File: src/rtl/sensor_pkg.sv
// Shared types and constants for the sensor packetizer.
// Packet framing: A5, sequence, payload, checksum.
package sensor_pkg;

  typedef enum logic [2:0] {
    IDLE,
    HEADER,
    SEQ,
    PAYLOAD,
    CHECKSUM
  } state_e;

  localparam logic [7:0] HDR_BYTE = 8'hA5;

  function automatic int cnt_width(input int n);
    return (n > 1) ? $clog2(n) : 1;
  endfunction

endpackage

File: src/rtl/packet_checksum.sv
// Running 8-bit modulo-256 sum of packet bytes.
// Cleared at capture, accumulates on each strobe.
module packet_checksum (
  input  logic       clk,
  input  logic       rst,
  input  logic       clear_i,
  input  logic       add_i,
  input  logic [7:0] data_i,
  output logic [7:0] sum_o
);

  logic [7:0] sum_q, sum_d;

  always_comb begin
    sum_d = sum_q;
    if (clear_i) begin
      sum_d = 8'h00;
    end else if (add_i) begin
      sum_d = sum_q + data_i;
    end
  end

  always_ff @(posedge clk) begin
    if (rst) begin
      sum_q <= 8'h00;
    end else begin
      sum_q <= sum_d;
    end
  end

  assign sum_o = sum_q;

endmodule

File: src/rtl/sensor_packetizer.sv
// Captures a sensor snapshot and streams it as a framed
// byte packet over a valid/ready link.
module sensor_packetizer
  import sensor_pkg::*;
#(
  parameter int SENSORS  = 1,
  parameter int BITWIDTH = 32
) (
  input  logic                          clk,
  input  logic                          rst,
  input  logic [2*SENSORS*BITWIDTH-1:0] sensor_data,
  input  logic                          sensor_done,
  output logic                          sensor_ack,
  input  logic                          enable,
  output logic [7:0]                    tx_data,
  output logic                          tx_valid,
  input  logic                          tx_ready,
  output logic                          busy
);

  localparam int SW = 2 * SENSORS * BITWIDTH;
  localparam int N  = SW / 8;
  localparam int CW = cnt_width(N);

  state_e        state_q, state_d;
  logic [SW-1:0] snap_q, snap_d;
  logic [SW-1:0] snap_sh;
  logic [7:0]    seq_q, seq_d;
  logic [CW-1:0] cnt_q, cnt_d;
  logic [7:0]    sum;
  logic          capture;
  logic          fire;
  logic          last;
  logic          add;

  assign capture = (state_q == IDLE) && enable
                && sensor_done && !rst;
  assign tx_valid = (state_q != IDLE);
  assign busy     = (state_q != IDLE);
  assign fire     = tx_valid && tx_ready;
  assign last     = (cnt_q == CW'(N - 1));
  assign snap_sh  = snap_q >> {cnt_q, 3'b000};
  assign add      = fire && ((state_q == SEQ)
                || (state_q == PAYLOAD));
  assign sensor_ack = capture;

  always_comb begin
    state_d = state_q;
    snap_d  = snap_q;
    seq_d   = seq_q;
    cnt_d   = cnt_q;
    tx_data = 8'h00;
    unique case (state_q)
      IDLE: begin
        if (capture) begin
          snap_d  = sensor_data;
          cnt_d   = '0;
          state_d = HEADER;
        end
      end
      HEADER: begin
        tx_data = HDR_BYTE;
        if (fire) state_d = SEQ;
      end
      SEQ: begin
        tx_data = seq_q;
        if (fire) state_d = PAYLOAD;
      end
      PAYLOAD: begin
        tx_data = snap_sh[7:0];
        if (fire) begin
          if (last) begin
            cnt_d   = '0;
            state_d = CHECKSUM;
          end else begin
            cnt_d = cnt_q + CW'(1);
          end
        end
      end
      CHECKSUM: begin
        tx_data = sum;
        if (fire) begin
          seq_d   = seq_q + 8'd1;
          state_d = IDLE;
        end
      end
      default: state_d = IDLE;
    endcase
  end

  always_ff @(posedge clk) begin
    if (rst) begin
      state_q <= IDLE;
      snap_q  <= '0;
      seq_q   <= 8'h00;
      cnt_q   <= '0;
    end else begin
      state_q <= state_d;
      snap_q  <= snap_d;
      seq_q   <= seq_d;
      cnt_q   <= cnt_d;
    end
  end

  // Sum covers the sequence byte and payload only.
  packet_checksum u_csum (
    .clk     (clk),
    .rst     (rst),
    .clear_i (capture),
    .add_i   (add),
    .data_i  (tx_data),
    .sum_o   (sum)
  );

endmodule

File: config.mk
export PLATFORM = sky130hd
export DESIGN_NAME = sensor_packetizer
export DESIGN_NICKNAME = d
export VERILOG_FILES = /design/src/rtl/sensor_pkg.sv /design/src/rtl/packet_checksum.sv /design/src/rtl/sensor_packetizer.sv
export SDC_FILE = /design/constraint.sdc
export NUM_CORES = 1
export LEC_CHECK = 0
export ABC_AREA = 1
export CORE_MARGIN = 2
export CORE_UTILIZATION = 47
export DETAILED_ROUTE_END_ITERATION = 12
export HOLD_SLACK_MARGIN = 0.02
export PLACE_DENSITY = 0.77
export SLEW_MARGIN = 20
export SYNTH_ARGS = -nofsm -noshare
export SYNTH_HDL_FRONTEND = slang
export SYNTH_SLANG_ARGS = --single-unit
File: constraint.sdc
create_clock -name clk -period 2.6 [get_ports clk]
set_input_delay 0.52 -clock clk [delete_from_list [all_inputs] [get_ports clk]]
set_output_delay 0.52 -clock clk [all_outputs]
set_load 0.01 [all_outputs]
# After elaboration in Yosys (flattened, before gate mapping)
# Index checks and enable logic that the tools add are counted.
# Widths: inputs -> output; s select.
# word_totals
regBits	86
input_bits	69
# classes
n_addsub	3
n_eq_ne	11
n_shift	1
n_mux	12
n_reduce_logical	15
# ops
cell	n
$shr 64x6->8	1
$pmux 8 s4	1
$mux 3	9
$pmux 3 s5	1
$ne 2x2->1 const B	6
$add 8x1->8 const B	1
$add 8x8->8	1
$eq 3x2->1 const B	2
$eq 3x3->1 const B	2
$pmux 3 s2	1
$reduce_and 6->1	1
$logic_and 1x1->1	5
$reduce_and 2->1	2
$add 3x1->3 const B	1
$eq 3x1->1 const B	1
$logic_not 3->1	1
$reduce_and 3->1	1
$reduce_bool 3->1	1
$reduce_bool 2->1	1
$reduce_or 2->1	1
$logic_not 1->1	1
$logic_or 1x1->1	1

# Longest topological paths before layout
# logic_depth
word_depth	6
mapped_depth	19
ltp_nobuf	17

# Cells and area by module
# A second synthesis with hierarchy kept.
# unflattened
cells_unflattened	645
area_unflattened_um2	4361.7
# by_module_without_submodules
module	n_inst	cells_per_inst	area_each_um2
sensor_packetizer	1	549	3687.3
packet_checksum	1	96	674.4

# Worst setup path before layout
# Ideal clock, no wire load.
# synth_timing
path_kind	flip-flop to flip-flop
startpoint	register cnt_q[1]
endpoint	register u_csum.sum_q[6], in the netlist u_csum.sum_o[6]
arrival_ns	2.636
path_slack_ns	-0.151
path_stages_with_launch	19
path_cell_list	dfxtp_1 buf_2 clkinv_1 buf_2 a21oi_1 o21ai_0 nand3_1 nand3_1 o2111ai_1 ha_1 inv_1 fa_1 o21ai_0 nand2_1 nand2_1 a21o_1 nor2_1 o21ai_0 inv_1
# synth_via
elab_chain_cells	3
# synth_lines
item	line_no	text
start: declaration	sensor_packetizer.sv:29	logic [CW-1:0] cnt_q, cnt_d;
start signal: assignment	sensor_packetizer.sv:101	cnt_q <= cnt_d;
$shr 64x6->8	sensor_packetizer.sv:42	assign snap_sh = snap_q >> {cnt_q, 3'b000};
$pmux 8 s4	sensor_packetizer.sv:53	unique case (state_q)
via tx_data[0]	sensor_packetizer.sv:15	output logic [7:0] tx_data,
$add 8x8->8	packet_checksum.sv:19	sum_d = sum_q + data_i;
end signal: assignment	packet_checksum.sv:27	sum_q <= sum_d;
end: declaration	packet_checksum.sv:12	logic [7:0] sum_q, sum_d;
# The timed path passes the listed nets, and every way through them passes these cells.
# A chain may end at the register's enable or synchronous reset.

# Worst setup path in the final report
# layout_timing
startpoint	register cnt_q[0]
endpoint	register u_csum.sum_q[5], in the netlist u_csum.sum_o[5]
# layout_via
elab_chain_cells	3
# layout_lines
item	line_no
$shr 64x6->8	sensor_packetizer.sv:42
$pmux 8 s4	sensor_packetizer.sv:53
$add 8x8->8	packet_checksum.sv:19
# Every way passes these cells.

==> metrics.md <==
| Metric | Value |
|---|---|
| Htree depth | 3 |
| GRT Total Usage | 23.6% |
| Cell Area, Placed | 4990 um2 |
| Capturing point of the worst reg2reg path | u_csum.sum_o[5] |
| Headroom to the max-slew limit | 60.6% |
| FP Rows | 33 |
| Initial antenna violation count | 0 |
| Tcrit/Tclk final | 94.6% |
| Gr ovfl total | 0 |
| Via count | 3811 |
| MaxCap Viol Count | 0 |
| Seq/Total Area, Yosys | 42.5% |
| Worst-skew pair later-pin latency | 360 ps |
| Peak VDD IR | 0.352 mV |
| Synthesis Warnings | 0 |
| Largest net degree at the start of global routing | 35 |
| N_diodes | 0 |
| First-pass GRT wire length | 17900 um |
| Worst hold path cell count | 1 |
| CTS tree | built |
| Mapped Area | 4050 um2 |
| Clock skew | 9.43 ps |
| Hold WS | 479 ps |
| Clk buf depth | 2 |
| Clk pin slew, worst setup/hold paths | 90 ps |
| Post-CTS Setup Inserts | 0 |
| Fill cells | 746 |
| Worst r2r src | cnt_q[0] |
| Die Area | 9370 um2 |
| Syn nets | 603 |
| Initial Utilization | 48.8% |
| Antenna Nets Post-Route | 0 |
| Worst Path Required | 2870 ps |
| Half-perimeter wire length after detailed placement | 8150 um |
| Die height | 96.8 um |
| Seq cells post-synth | 86 |
| Mean Syn Cell Area | 7.74 um2 |
| Leak pwr | 2.12 nW |
| Maximum fanout along the worst path | 13 |
| Setup crit end kind | flip-flop |
| Detailed Routing Iterations Pass 1 | 4 |
| Via density | 5.32 |
| Area of the multi-input gates | 1940 um2 |
| Vias in the first global route | 3644 |
| Slew Limit Fails | 0 |
| Average routed wire per standard cell | 15.4 um |
| Chip width | 96.8 um |
| Final instance area | 5270 um2 |
| Slew @ Worst Pin | 589 ps |
| Worst Setup SP | cnt_q[0] |
| Area Overhead vs Synth | 30.2% |
| Synth cell types | 40 |
| Share of layout cells above drive strength 1 | 13.6% |
| Reg2Reg Depth | 16 |
| Final setup fails | 0 |
| Number of CTS-inserted buffers | 9 |
| Post-synthesis cell count | 523 |
| Hold Path End | snap_q[36] |
| Fmax | 407 MHz |
| Reg-to-reg setup timing slack | 140 ps |
| Placer Congestion | 0.865 |
| Routed WL | 11000 um |
| Fin crit period | 2460 ps |
| CP startpoint kind | flip-flop |
| Critical path arrival | 2730 ps |
| Nets | 687 |
| Port bufs | 79 |
| Storage cell area | 1730 um2 |
| CP Class | reg -> reg |
| RSZ-0062 raised after global routing | yes |
| Clk root buf | clkbuf_8 |
| HP Class | reg -> reg |
| I/O Pins | 80 |
| Power density cells | 701 nW/um2 |
| Initial DRC count | 238 |
| # hold bufs at CTS | 0 |
| Post-route DRC | 0 |
| Final Hold Viols | 0 |
| Core ar. | 8300 um2 |
| Hold path start | snap_q[36] |
| # clock sinks | 86 |
| Outcome | completed |
-- cell usage in the layout, fill, tap and decap left out, types with 2 or more instances in the layout --
master and instances:
nand3_1 34, o21ai_1 13, nor3_1 5, dfxtp_1 82
buf_4 21, nand3_2 4, clkinv_4 2, xor2_1 2
nor2_4 3, a21oi_1 44, inv_1 68, a22o_1 28
clkbuf_8 9, dfxtp_2 4, or2_2 2, nor2_2 3
o21ai_2 2, o21ai_0 63, dlygate4sd2_1 6, nand2_2 4
nand2_1 77, o2111ai_2 2, clkdlybuf4s50_1 71, inv_2 6
bufinv_16 2, a211oi_1 3, a21oi_2 7, o221ai_1 2
nor2_1 13, ha_1 8, clkinvlp_4 2
-- cells in the mapped netlist (all sizes together) --
| cell type | number | area, um2 |
|---|---|---|
| nor3b | 1 | 7.51 |
| o221ai | 3 | 26.3 |
| nand3b | 1 | 7.51 |
| dfxtp | 86 | 1720 |
| or2 | 2 | 12.5 |
| clkinv | 3 | 12.5 |
| inv | 74 | 278 |
| a21oi | 51 | 263 |
| a211oi | 3 | 22.5 |
| nand3 | 38 | 210 |
| nor2 | 19 | 98.8 |
| a21o | 1 | 7.51 |
| nor3 | 6 | 35.0 |
| o211a | 1 | 10.0 |
| nand2 | 82 | 325 |
| buf | 19 | 131 |
| a22o | 28 | 245 |
| xor2 | 2 | 17.5 |
| ha | 10 | 125 |
| a22oi | 1 | 7.51 |
| nand4 | 1 | 6.26 |
| o21ai | 78 | 390 |
| o22ai | 1 | 6.26 |
| clkbuf | 8 | 32.5 |
| o2111ai | 3 | 26.3 |
| fa | 1 | 20.0 |
-- where the power goes --
| group | switching (W) | total (W) | leakage [nW] | internal [W] |
|---|---|---|---|---|
| clock | 0.000517 | 0.00107 | 0.108 | 0.000552 |
| combinational | 0.000600 | 0.00106 | 1.31 | 0.000459 |
| sequential | 0.0000948 | 0.00157 | 0.701 | 0.00147 |
-- cell families (layout without fill, tap and decap cells) --
| kind of cell | Yosys count | count (layout) | share of synthesized area [%] |
|---|---|---|---|
| XOR/XNOR | 2 | 2 | 0.433 |
| buffers and inverters | 104 | 193 | 11.2 |
| AND/OR/NAND/NOR | 150 | 150 | 17.4 |
| AO/OA/AOI/OAI | 170 | 170 | 24.8 |
| adder cells (fa/ha/maj) | 11 | 11 | 3.59 |
| flip-flops | 86 | 86 | 42.5 |
-- registers in the layout (all words and copies together) (netlist names) --
name          count
snap_q           64
seq_q             8
u_csum.sum_o      8
cnt_q             3
state_q           3
-- how the worst max path moves through the flow --
stage,to,cells after the start
after global placement,u_csum.sum_o[7],15
final,u_csum.sum_o[5],16
after global routing,u_csum.sum_o[7],17
after CTS,tx_data[7],5
after floorplan,u_csum.sum_o[6],18
after detailed placement,u_csum.sum_o[7],15
-- metal layers --
metal	GRT usage (%)	part of all wire [%]	vias to the layer above
met5	0	0	-
met4	7.04	1.9	0
met3	5.56	5.3	16
met2	37.6	47	115
met1	32.1	46	1755
li1	-	-	1925
-- repair_timing --
item / in CTS / in global routing
gates resized for setup: 15 / 18
pin swaps: 0 / 2
cloned: 0 / 0
endpoints found under the setup margin: 9 / 4
-- area by class of cell --
cell class              count  area share (%)
multi-input cells         333            36.7
flip-flops and latches     86            32.8
repair buffers            100            18.1
inverters                  77            5.60
well taps                 105            2.49
clock buffers               9            2.35
clock inverters             7            1.97
-- worst max-delay path: stages, from the launching register on --
cell and delay (ps):
dfxtp_2 380, buf_4 200, a21oi_1 90, o21ai_1 110
nand3_1 100, nand3_1 110, o2111ai_2 180, ha_4 310
a21oi_1 170, nand2_1 130, nand2_1 90, nand2_1 50
nand2_1 70, a21oi_1 60, nand3b_1 170, nand3_1 80
inv_1 40
-- stage by stage --
step           std cells  util, %  setup slack [ps]  total power, W  setup TNS (ps)
4_1_cts              717     62.9              8.07         0.00367               0
6_report             717     63.5               140         0.00369               0
3_3_place_gp         701     60.1              21.1         0.00259               0
5_1_grt              717     63.5             -17.2         0.00387           -24.2
2_1_floorplan        523        -              39.0         0.00221               0
3_5_place_dp         701     60.1             -37.5         0.00262           -37.5
(Power assumes the default switching activity.)
==> edit: new RTL, same flow settings <==
Reset style: asynchronous (`rst`), changed in 2 clocked blocks.
--- a/src/rtl/packet_checksum.sv
+++ b/src/rtl/packet_checksum.sv
@@ -22,3 +22,3 @@
 
-  always_ff @(posedge clk) begin
+  always_ff @(posedge clk or posedge rst) begin
     if (rst) begin
--- a/src/rtl/sensor_packetizer.sv
+++ b/src/rtl/sensor_packetizer.sv
@@ -90,3 +90,3 @@
 
-  always_ff @(posedge clk) begin
+  always_ff @(posedge clk or posedge rst) begin
     if (rst) begin
Behaviour: differs if rst is asserted again (counterexample within 4 cycles, from zero or initial values and one cycle with rst high); with rst held inactive, the same outputs for 10 cycles.
==> edit against the original RTL <==
The flow now finishes with violations (negative setup slack); final area rose by 10%; worst setup slack got worse by 0.16 ns; non-clock buffer count rose by 17; synthesized area rose by 9.1%; register-to-register slack got worse by 0.10 ns; routed wire length rose by 9.3%; first-iteration DRC count fell by 3.8%; sequential cell count did not move.
Power is not compared: it rests on default switching activity, and its combinational part moved more than twofold at a synthesized area within 25%.
==> edit: results <==
set metrics [dict create \
    status "finished, violations left" \
    violations "negative setup slack" \
    min_from "snap_q[21]$_DFFE_PP0P_" \
    syn_nets 627 \
    r2r-end "u_csum.sum_o[5]$_DFFE_PP0P_" \
    holdWs_ns 0.496 \
    wl_met3_um 641 \
    grt_pass1_wl_um 19100 \
    place_area_mm2 0.00545 \
    wl_per_cell_um 15.7 \
    grt_pass1_vias 3892 \
    fin_util_pct 63.2 \
    nFillCells 799 \
    die_width_um 101 \
    skew_ns 0.0116 \
    cp_max_fo 10 \
    cts_setup_buffers 2 \
    placed_cells 742 \
    dp_slack_ns 0.0115 \
    cpPeakStageDelay_ns 0.45 \
    gp_congestion 0.910 \
    critPathLaunch "cnt_q[0]$_DFFE_PP0P_" \
    synthArstFlopShare_pct 100 \
    reg2reg_depth 17 \
    min_path_cells 2 \
    synth_flop_cell "dfrtp_1" \
    track_usage_pct 24.3 \
    critical_path_arrival_ns 2.10 \
    crit_end "tx_data[2]" \
    finalSetupViolCount 1 \
    worstMarginPinSlew_ns 0.751 \
    synth.area.top_cells "dfrtp_1 49%, nand2_1 17%, o21ai_0 5.1%, inv_1 3.3%, ha_1 2.8%" \
    firstDrtPassIters 6 \
    viasPerCell 5.32 \
    wl_met1_um 5340 \
    final.setup.worst_slack_ns -0.0175 \
    syn_area_per_cell_um2 8.07 \
    yosys-top-cells-count "200 x nand2_1, 86 x dfrtp_1, 45 x o21ai_0" \
    rrSetupSlack_ns 0.04 \
    yosysUniqueCellTypes 36 \
    cts-resized-gates 28 \
    routed_wl_um 12000 \
]
-- edit: cells by family after synthesis --
group | share of synthesized area (%)
flops | 48.8
fa+ha+maj | 3.29
buf+inv | 7.23
xor+xnor | 1.59
simple gates | 26.2
compound gates | 12.9
-- edit: final cells by class --
class | instances | share of cell area, %
clock buffers | 9 | 2.13
well taps | 111 | 2.39
repair buffers | 117 | 18.8
inverters | 48 | 3.21
clock inverters | 7 | 1.12
flip-flops and latches | 86 | 37.1
multi-input cells | 388 | 35.3
-- edit: metal layers --
layer	global-route usage [%]	vias to the layer above
met5	0	-
met4	6.34	0
met3	6.31	23
met2	39.0	119
met1	33.0	1948
li1	-	1985
-- edit: report_power, final --
group / internal [mW] / total (mW) / leakage (nW) / switching (mW)
logic: 1.56 / 3.51 / 1.70 / 1.95
clock network: 0.373 / 0.930 / 0.0947 / 0.558
registers: 1.98 / 2.46 / 1.06 / 0.480
total: 3.91 / 6.90 / 2.85 / 2.99
